$ cat src/rtl/remote_comm.sv
`default_nettype none
// +--------------------------------------------------------------------------+
// | remote_comm : serializes a 16-bit command as two 8N1 UART frames, MSB     |
// | byte first, with a completion flag.        Rev 1.0                        |
// +--------------------------------------------------------------------------+
module remote_comm #(
  parameter int BAUD_CYCLES = 5208
) (
  input  logic        clk,
  input  logic        rst_n,
  input  logic [15:0] cmd,
  input  logic        send_cmd,
  output logic        TX,
  output logic        cmd_sent,
  output logic        busy
);

  localparam logic [15:0] C_BAUD_LAST = 16'(BAUD_CYCLES - 1);
  localparam logic [3:0]  C_STOP_BIT  = 4'd9;

  typedef enum logic [1:0] {
    IDLE = 2'd0,
    HIGH = 2'd1,
    LOW  = 2'd2
  } state_t;

  state_t      state_q, state_d;
  logic [15:0] hold_q,  hold_d;
  logic [9:0]  shift_q, shift_d;
  logic [15:0] baud_q,  baud_d;
  logic [3:0]  bit_q,   bit_d;
  logic        sent_q,  sent_d;
  logic        busy_q,  busy_d;

  always_ff @(posedge clk or negedge rst_n) begin
    if (!rst_n) begin
      state_q <= IDLE;
      hold_q  <= '0;
      shift_q <= '1;
      baud_q  <= '0;
      bit_q   <= '0;
      sent_q  <= 1'b0;
      busy_q  <= 1'b0;
    end else begin
      state_q <= state_d;
      hold_q  <= hold_d;
      shift_q <= shift_d;
      baud_q  <= baud_d;
      bit_q   <= bit_d;
      sent_q  <= sent_d;
      busy_q  <= busy_d;
    end
  end

  // The shifter's LSB is the line itself; ones shift in so an exhausted frame idles high.
  always_comb begin
    state_d = state_q;
    hold_d  = hold_q;
    shift_d = shift_q;
    baud_d  = baud_q;
    bit_d   = bit_q;
    sent_d  = sent_q;
    case (state_q)
      IDLE: begin
        if (send_cmd) begin
          state_d = HIGH;
          hold_d  = cmd;
          sent_d  = 1'b0;
          shift_d = {1'b1, cmd[15:8], 1'b0};
          baud_d  = '0;
          bit_d   = '0;
        end
      end
      HIGH, LOW: begin
        if (baud_q == C_BAUD_LAST) begin
          baud_d = '0;
          if (bit_q == C_STOP_BIT) begin
            bit_d = '0;
            if (state_q == HIGH) begin
              state_d = LOW;
              shift_d = {1'b1, hold_q[7:0], 1'b0};
            end else begin
              state_d = IDLE;
              shift_d = '1;
              sent_d  = 1'b1;
            end
          end else begin
            shift_d = {1'b1, shift_q[9:1]};
            bit_d   = bit_q + 4'd1;
          end
        end else begin
          baud_d = baud_q + 16'd1;
        end
      end
      default: begin
        state_d = IDLE;
        shift_d = '1;
      end
    endcase
    busy_d = (state_d != IDLE);
  end

  assign TX       = shift_q[0];
  assign cmd_sent = sent_q;
  assign busy     = busy_q;

endmodule
`default_nettype wire

$ cat config.mk
export PLATFORM = sky130hd
export DESIGN_NAME = remote_comm
export DESIGN_NICKNAME = d
export VERILOG_FILES = /design/src/rtl/remote_comm.sv
export SDC_FILE = /design/constraint.sdc
export NUM_CORES = 1
export LEC_CHECK = 0
export ABC_AREA = 0
export ABC_CLOCK_PERIOD_IN_PS = 5700
export CORE_ASPECT_RATIO = 1.25
export CORE_UTILIZATION = 60
export CTS_CLUSTER_DIAMETER = 30
export CTS_CLUSTER_SIZE = 24
export DETAILED_ROUTE_END_ITERATION = 7
export PLACE_DENSITY = 0.86
export SYNTH_ARGS = -nofsm -noshare
export SYNTH_HDL_FRONTEND = slang
export SYNTH_SLANG_ARGS = --single-unit
export TNS_END_PERCENT = 5
$ cat constraint.sdc
create_clock -name clk -period 5.7 [get_ports clk]
set_clock_uncertainty 0.2 [all_clocks]
set_input_delay 1.14 -clock clk [delete_from_list [all_inputs] [get_ports clk]]
set_output_delay 1.14 -clock clk [all_outputs]
set_load 0.02 [all_outputs]
======== Word-level counts from Yosys, hierarchy flattened ========
Cells that the tools add are included.
W data, S select, Z words.
operators by class
  $add $sub $neg .......................... 2
  equality and inequality tests ........... 8
  muxes and demuxes ....................... 22
  reduce and logical (&&, ||, !) cells .... 9
operators by type and width
  kind                     count
  $mux W16                 2
  $pmux W16 S2             1
  $mux W10                 3
  $pmux W10 S2             1
  $add A16 B1 Y16 const B  1
  $eq A16 B13 Y1 const B   1
  $mux W4                  3
  $mux W9                  1
  $mux W2                  4
  $ne A2 B2 Y1 const B     4
  $pmux W4 S2              1
  $reduce_and A2 Y1        3
  $reduce_and A5 Y1        1
  $add A4 B1 Y4 const B    1
  $eq A4 B4 Y1 const B     1
  $mux W1                  4
  $pmux W2 S2              1
  $reduce_bool A2 Y1       2
  $reduce_and A3 Y1        1
  $eq A2 B1 Y1 const B     1
  $eq A2 B2 Y1 const B     1
  $logic_not A2 Y1         1
  $pmux W1 S2              1
  $reduce_or A2 Y1         1
storage, ports and cells
  flip-flop bits (word level) ............. 42
  input port bits ......................... 19
  output and inout port bits .............. 3
  logic and storage cells ................. 48

======== Logic depth before layout (Yosys ltp) ========
Gate-level depths: netlist of the first run.
  depth in word-level cells ............... 6
  gate-level depth with buffers ........... 8
  gate-level depth less buffers ........... 6

======== Worst setup path after synthesis of the first run ========
OpenSTA, ideal clock, no wires.
  path kind ............................... in2reg
  from .................................... input port send_cmd
  to ...................................... register baud_q[6]
  library setup time ...................... 0.122 ns
  arrival time ............................ 2.080 ns
  data required time ...................... 5.378 ns
  setup slack ............................. 3.298 ns
  cell stages on the path ................. 5
  buffers on the path ..................... 1
  path through ............................ mux2i_1 -> clkbuf_1 -> nor3_1 -> xnor2_1 -> nor2_1
on the way
  cells in the longest elaborated chain, start to end .. 2
RTL lines
  what                         line  RTL
  start, declared              12    input logic send_cmd,
  $ne A2 B2 Y1 (no line)       --
  $reduce_and A2 Y1 (no line)  --
  end signal, assigned         48    baud_q <= baud_d;
  end, declared                30    logic [15:0] baud_q, baud_d;
Every way passes these cells.
A chain may end at the register's enable or synchronous reset.

======== Worst setup path in the final report of the first run ========
  from .................................... input port send_cmd
  to ...................................... register bit_q[0]
on the way
  cells in the longest elaborated chain, start to end .. 2
RTL lines
  what                         line  RTL
  $ne A2 B2 Y1 (no line)       --
  $reduce_and A3 Y1 (no line)  --
  end signal, assigned         49    bit_q <= bit_d;
  end, declared                31    logic [3:0] bit_q, bit_d;
Every way passes these cells.

==> results.tsv, run 1 <==
metric	value	unit
status	complete, but fails checks	
violated checks	design-rule violations	
DR iter-0 viols	141	
Tmin final	3.07	ns
Pint	0.389	mW
crit end category	flop	
fill count	260	
worst reg2reg path endpoint	bit_q[0]	
first-pass GRT wire length	8210	µm
register area share after synthesis	45.4	%
switching part of the total	20.8	%
WHS Endpoint	hold_q[4]	
Clk network pwr share	37.0	%
Arr. time, crit path	3.04	ns
Worst Hold Path Cells	1	
Cell Pwr Density	191	mW/mm²
dominant cell type by area after synthesis	dfrtp_1	
register share of total power	59.4	%
routability cong.	0.839	
initial antenna violation count	0	
fin cells	283	
Num CTS Buffers	5	
post-synth top area share	35.1	%
CP required	5.68	ns
syn_nets	255	
total grt overflow	0	
worst reg2reg startpoint	state_q[1]	
worst-margin pin slew	0.902	ns
Setup Crit Path Kind	in -> reg	
GRT Total Usage	26.6	%
Peak supply drop	160	µV
vias in the first global route	1881	
via count	1851	
Crit Path Max Fanout	17	
net switching power	0.102	mW
total core area	0.00357	mm²
Hold Crit Class	reg -> reg	
final worst path period share	53.8	%
Fin. Hold Viols	0	
final core utilization	71.7	%
number of flops mapped to enable cells by yosys	0	
Die H	71.0	µm
Final Cell Area	0.00256	mm²
Setup TNS	0	ns
Vias/cell	6.54	
Tot Pwr	0.490	mW
Final WS setup	2.63	ns
H-Tree Depth	2	
clock tree buffer depth	2	
Pleak	1.09	nW
most common cell after layout, fill and taps aside	dfrtp_1	
Die Footprint	0.00406	mm²
Hold Startpoint	hold_q[4]	
Yosys warning count	0	
RSZ-0062 raised after global routing	false	
Placed Cells	275	
initial core utilization	63.9	%
CTS tree	done	
setup bufs post-CTS	0	
Synth Flop Type	dfrtp_1	
sequential cell area	0.00104	mm²
Top-Level Pins	22	
number of clock sinks	41	
Syn Std Cell Area	0.00228	mm²
Resized cells post-CTS	0	
ANT cells	0	
drt first pass iters	6	
most frequent cells in the layout	dfrtp_1 (32), a21oi_1 (25), clkdlybuf4s50_1 (20)	
crit path launch type	input port	
Post-synth ARST share	100	%
Fmax	0.326	GHz
hold buffer count at cts	0	
fin. max-slew vios	0	
Root Buffer Master	clkbuf_8	
Yosys reg bits	41	
max cap viols	0	
minimum hold slack	0.302	ns
Layout area overhead	12.2	%
Skew-Pair Late Insertion Delay	0.29	ns
Die X	57.2	µm
Core Rows	24	
area occupied by multi-input gates	0.00116	mm²
syn_area_per_cell	9.97	µm²
R2R Setup Slk	2.71	ns
# port buffers	21	
synth unique cells	47	
R2R cell count	6	
Syn Inst Count	229	
Detail Placement HPWL	3210	µm
Clk pin slew, worst setup/hold paths	0.07	ns
routed len/inst	17.0	µm
post-route ant nets	0	
setup violators final	0	
Gate power share	3.6	%
placed instance area	0.00248	mm²
Slew HR	39.9	%
layout cells sized above 1	12.3	%
Final nets	269	
# DRC	2	
Setup WS pre-CTS	2.31	ns
largest net degree at the start of global routing	42	
routed wire length	4810	µm
top post-synthesis cells by area	dfrtp_1 (35%), dfstp_2 (10%), a21oi_1 (5.5%)	
[how the worst max path moves through the flow]
stage,from,end,slack [ns],depth (start not counted)
after floorplan,send_cmd,baud_q[6],3.30,5
after global placement,send_cmd,bit_q[0],2.38,5
after detailed placement,send_cmd,bit_q[0],2.31,5
after CTS,send_cmd,bit_q[0],2.63,5
after global routing,state_q[1],bit_q[0],2.48,6
final,send_cmd,bit_q[0],2.63,5
[critical path, cell delays in order]
cell and delay, ns:
clkdlybuf4s50_1 0.57, mux2i_1 0.12, buf_4 0.23, nor2_1 0.58
mux2_2 0.41
[power by group through the flow]
| stage | logic [mW] | clock network (mW) | registers (mW) |
|---|---|---|---|
| after CTS | 0.0183 | 0.185 | 0.291 |
| after global routing | 0.0199 | 0.195 | 0.291 |
| after detailed placement | 0.0183 | 0 | 0.296 |
| after floorplan | 0.000190 | 0 | 0.297 |
| final | 0.0178 | 0.182 | 0.291 |
| after global placement | 0.0180 | 0 | 0.296 |
[routing by layer]
metal,track usage [%],routed length [µm]
met5,0,0
met4,13.8,106
met3,6.58,145
met2,46.8,2530
met1,29.4,2030
[cells by family (layout without fill, tap and decap cells)]
kind of cell,after synthesis,count (layout),synth area share (%)
xor gates and xnor gates,6,6,2.30
adders and majority gates,7,7,3.84
buffers and inverters,21,36,3.78
DFF,41,41,45.4
muxes,12,12,5.86
AOI/OAI and AO/OA,68,68,20.4
and+or+nand+nor,74,74,18.4
[sequential cells by signal, indices dropped and copies added, names as in the netlist]
register  flops
bit_q         4
baud_q       16
shift_q       9
cmd_sent      1
hold_q        8
state_q       2
busy          1
[layout make-up]
class	instances	area share [%]
clock buffers	8	3.13
flip-flops and latches	41	40.5
well taps	39	1.91
repair buffers	22	8.30
multi-input cells	167	45.3
inverters	6	0.879
[Yosys cell counts, types with 5 or more instances]
master    instances
a21oi_1          25
a41oi_1           9
buf_2             6
clkbuf_1          9
dfrtp_1          32
dfstp_2           9
ha_1              7
inv_1             6
mux2_2           11
nand2_1          15
nand2b_1         12
nand3_1           6
nor2_1            9
nor4_1            5
o21ai_0           7
o311ai_0          8
xnor2_1           5
No activity file was read; power rests on OpenSTA's default activity.
==> run 2: changes to the inputs <==
Settings changed: ABC_CLOCK_PERIOD_IN_PS 5700 to 3200, CORE_UTILIZATION 60 to 57, PLACE_DENSITY 0.86 to 0.83.
Clock period 5.7 ns to 3.2 ns, I/O delays scaled along.
==> results.tsv, run 2 (synthesis results as in run 1) <==
metric	value	unit	change
Setup TNS	0	ns	unchanged
Detail Placement HPWL	3260	µm	+1.5%
RSZ-0062 raised after global routing	false		
Num CTS Buffers	5		unchanged
worst reg2reg path endpoint	baud_q[14]		
Slew HR	39.3	%	-0.64 points
Pleak	1.10	nW	+1.4%
Skew-Pair Late Insertion Delay	0.29	ns	about the same
net switching power	0.179	mW	+76%
Tmin final	2.46	ns	
routed wire length	4660	µm	-3.1%
area occupied by multi-input gates	0.00116	mm²	unchanged
initial antenna violation count	0		unchanged
vias in the first global route	1858		-1.2%
Gate power share	3.7	%	about the same
via count	1863		+0.65%
Setup Crit Path Kind	reg -> reg		
initial core utilization	59.8	%	-4.1 points
Peak supply drop	242	µV	+51%
total core area	0.00382	mm²	+6.8%
setup violators final	0		unchanged
Pint	0.692	mW	+78%
crit end category	flop		
CP max stage delay	0.74	ns	+0.16 ns
minimum hold slack	0.264	ns	-0.0380 ns
CP required	3.18	ns	-2.50 ns
fill count	321		+23%
Fmax	0.407	GHz	
layout cells sized above 1	13.4	%	+1.1 points
R2R Setup Slk	0.74	ns	-1.97 ns
Top-Level Pins	22		unchanged
most common cell after layout, fill and taps aside	dfrtp_1		
sequential cell area	0.00104	mm²	unchanged
GRT Total Usage	25.1	%	-1.5 points
R2R cell count	4		-2
Layout area overhead	14.0	%	
Core Rows	25		+4.2%
Setup WS pre-CTS	0.607	ns	-1.70 ns
ANT cells	0		unchanged
worst path cell trace	nor4b_1 -> a41o_1 -> o311ai_0 -> nor2b_1		
number of clock sinks	41		unchanged
Die Footprint	0.00426	mm²	+5.1%
worst reg2reg startpoint	baud_q[11]		
Arr. time, crit path	2.44	ns	-0.60 ns
drt first pass iters	4		-2
final worst path period share	76.8	%	
Cell Pwr Density	335	mW/mm²	+75%
setup bufs post-CTS	0		unchanged
most frequent cells in the layout	dfrtp_1 (32), a21oi_1 (25), clkdlybuf4s50_1 (20)		
Most flops, register	baud_q		
register share of total power	59.5	%	about the same
Die H	72.8	µm	+2.5%
status	finished clean		
max cap viols	0		unchanged
clock tree buffer depth	2		unchanged
Final WS setup	0.743	ns	-1.89 ns
post-route ant nets	0		unchanged
Die X	58.6	µm	+2.5%
slowest CP cell	a41o_1		
Clk network pwr share	36.8	%	-0.2 points
Vias/cell	6.19		-5.4%
Clk pin slew, worst setup/hold paths	0.07	ns	about the same
switching part of the total	20.6	%	-0.18 points
CTS tree	done		
Hold Crit Class	in -> async		
Resized cells post-CTS	0		unchanged
worst-margin pin slew	0.911	ns	+0.00953 ns
routed len/inst	15.5	µm	-8.9%
# DRC	0		-2
Root Buffer Master	clkbuf_8		
Tot Pwr	0.872	mW	+78%
total grt overflow	0		unchanged
first-pass GRT wire length	8220	µm	about the same
biggest regs	baud_q: 16 flops, shift_q: 9 flops, hold_q: 8 flops		
hold buffer count at cts	0		unchanged
Final nets	272		+1.1%
crit path launch type	flop		
H-Tree Depth	2		unchanged
Crit Path Max Fanout	25		+8
max reg flops	16		unchanged
DR iter-0 viols	100		-29%
# port buffers	21		unchanged
routability cong.	0.824		-1.7%
largest net degree at the start of global routing	42		unchanged
Fin. Hold Viols	0		unchanged
fin. max-slew vios	0		unchanged
-- run 2: area by class of cell --
type / count / share of cell area [%]
Inverter: 6 / 0.865
Tap cell: 54 / 2.60
Clock buffer: 8 / 3.08
Multi-Input combinational cell: 167 / 44.6
Timing Repair Buffer: 25 / 9.04
Sequential cell: 41 / 39.9
-- run 2: worst max path at each step --
stage | startpoint | to | slack (ns) | cells after the start
floorplan | state_q[1] | baud_q[6] | 1.05 | 8
global placement | send_cmd | baud_q[15] | 0.66 | 5
detailed placement | send_cmd | baud_q[15] | 0.61 | 5
global route | baud_q[11] | baud_q[14] | 0.50 | 4
finish | baud_q[11] | baud_q[14] | 0.74 | 4
CTS | state_q[1] | baud_q[4] | 0.76 | 6
-- run 2: power by group through the flow --
| stage | logic [mW] | clock network, mW | registers, mW |
|---|---|---|---|
| after detailed placement | 0.0330 | 0 | 0.528 |
| after global placement | 0.0322 | 0 | 0.528 |
| after CTS | 0.0331 | 0.329 | 0.518 |
| final | 0.0321 | 0.321 | 0.518 |
| after floorplan | 0.000337 | 0 | 0.528 |
| after global routing | 0.0361 | 0.351 | 0.518 |
-- run 2: layer usage --
| metal | part of all wire [%] | GRT usage, % |
|---|---|---|
| met3 | 2.6 | 4.08 |
| met4 | 1.6 | 8.73 |
| met2 | 54 | 46.4 |
| met5 | 0 | 0 |
| met1 | 42 | 28.9 |
-- run 2: metrics by stage --
| step | cell area, µm² | instances | util [%] |
|---|---|---|---|
| after floorplan | 2280 | 229 | - |
| after global placement | 2520 | 293 | 66.1 |
| after detailed placement | 2520 | 293 | 66.1 |
| after CTS | 2600 | 301 | 68.2 |
| after global routing | 2600 | 301 | 68.2 |
| final | 2600 | 301 | 68.2 |
-- run 2: critical path: cells and delay by family (launching register included) --
family / cells / cell delay, ns
flops: 1 / 0.45
compound gates: 2 / 0.97
simple gates: 2 / 0.72
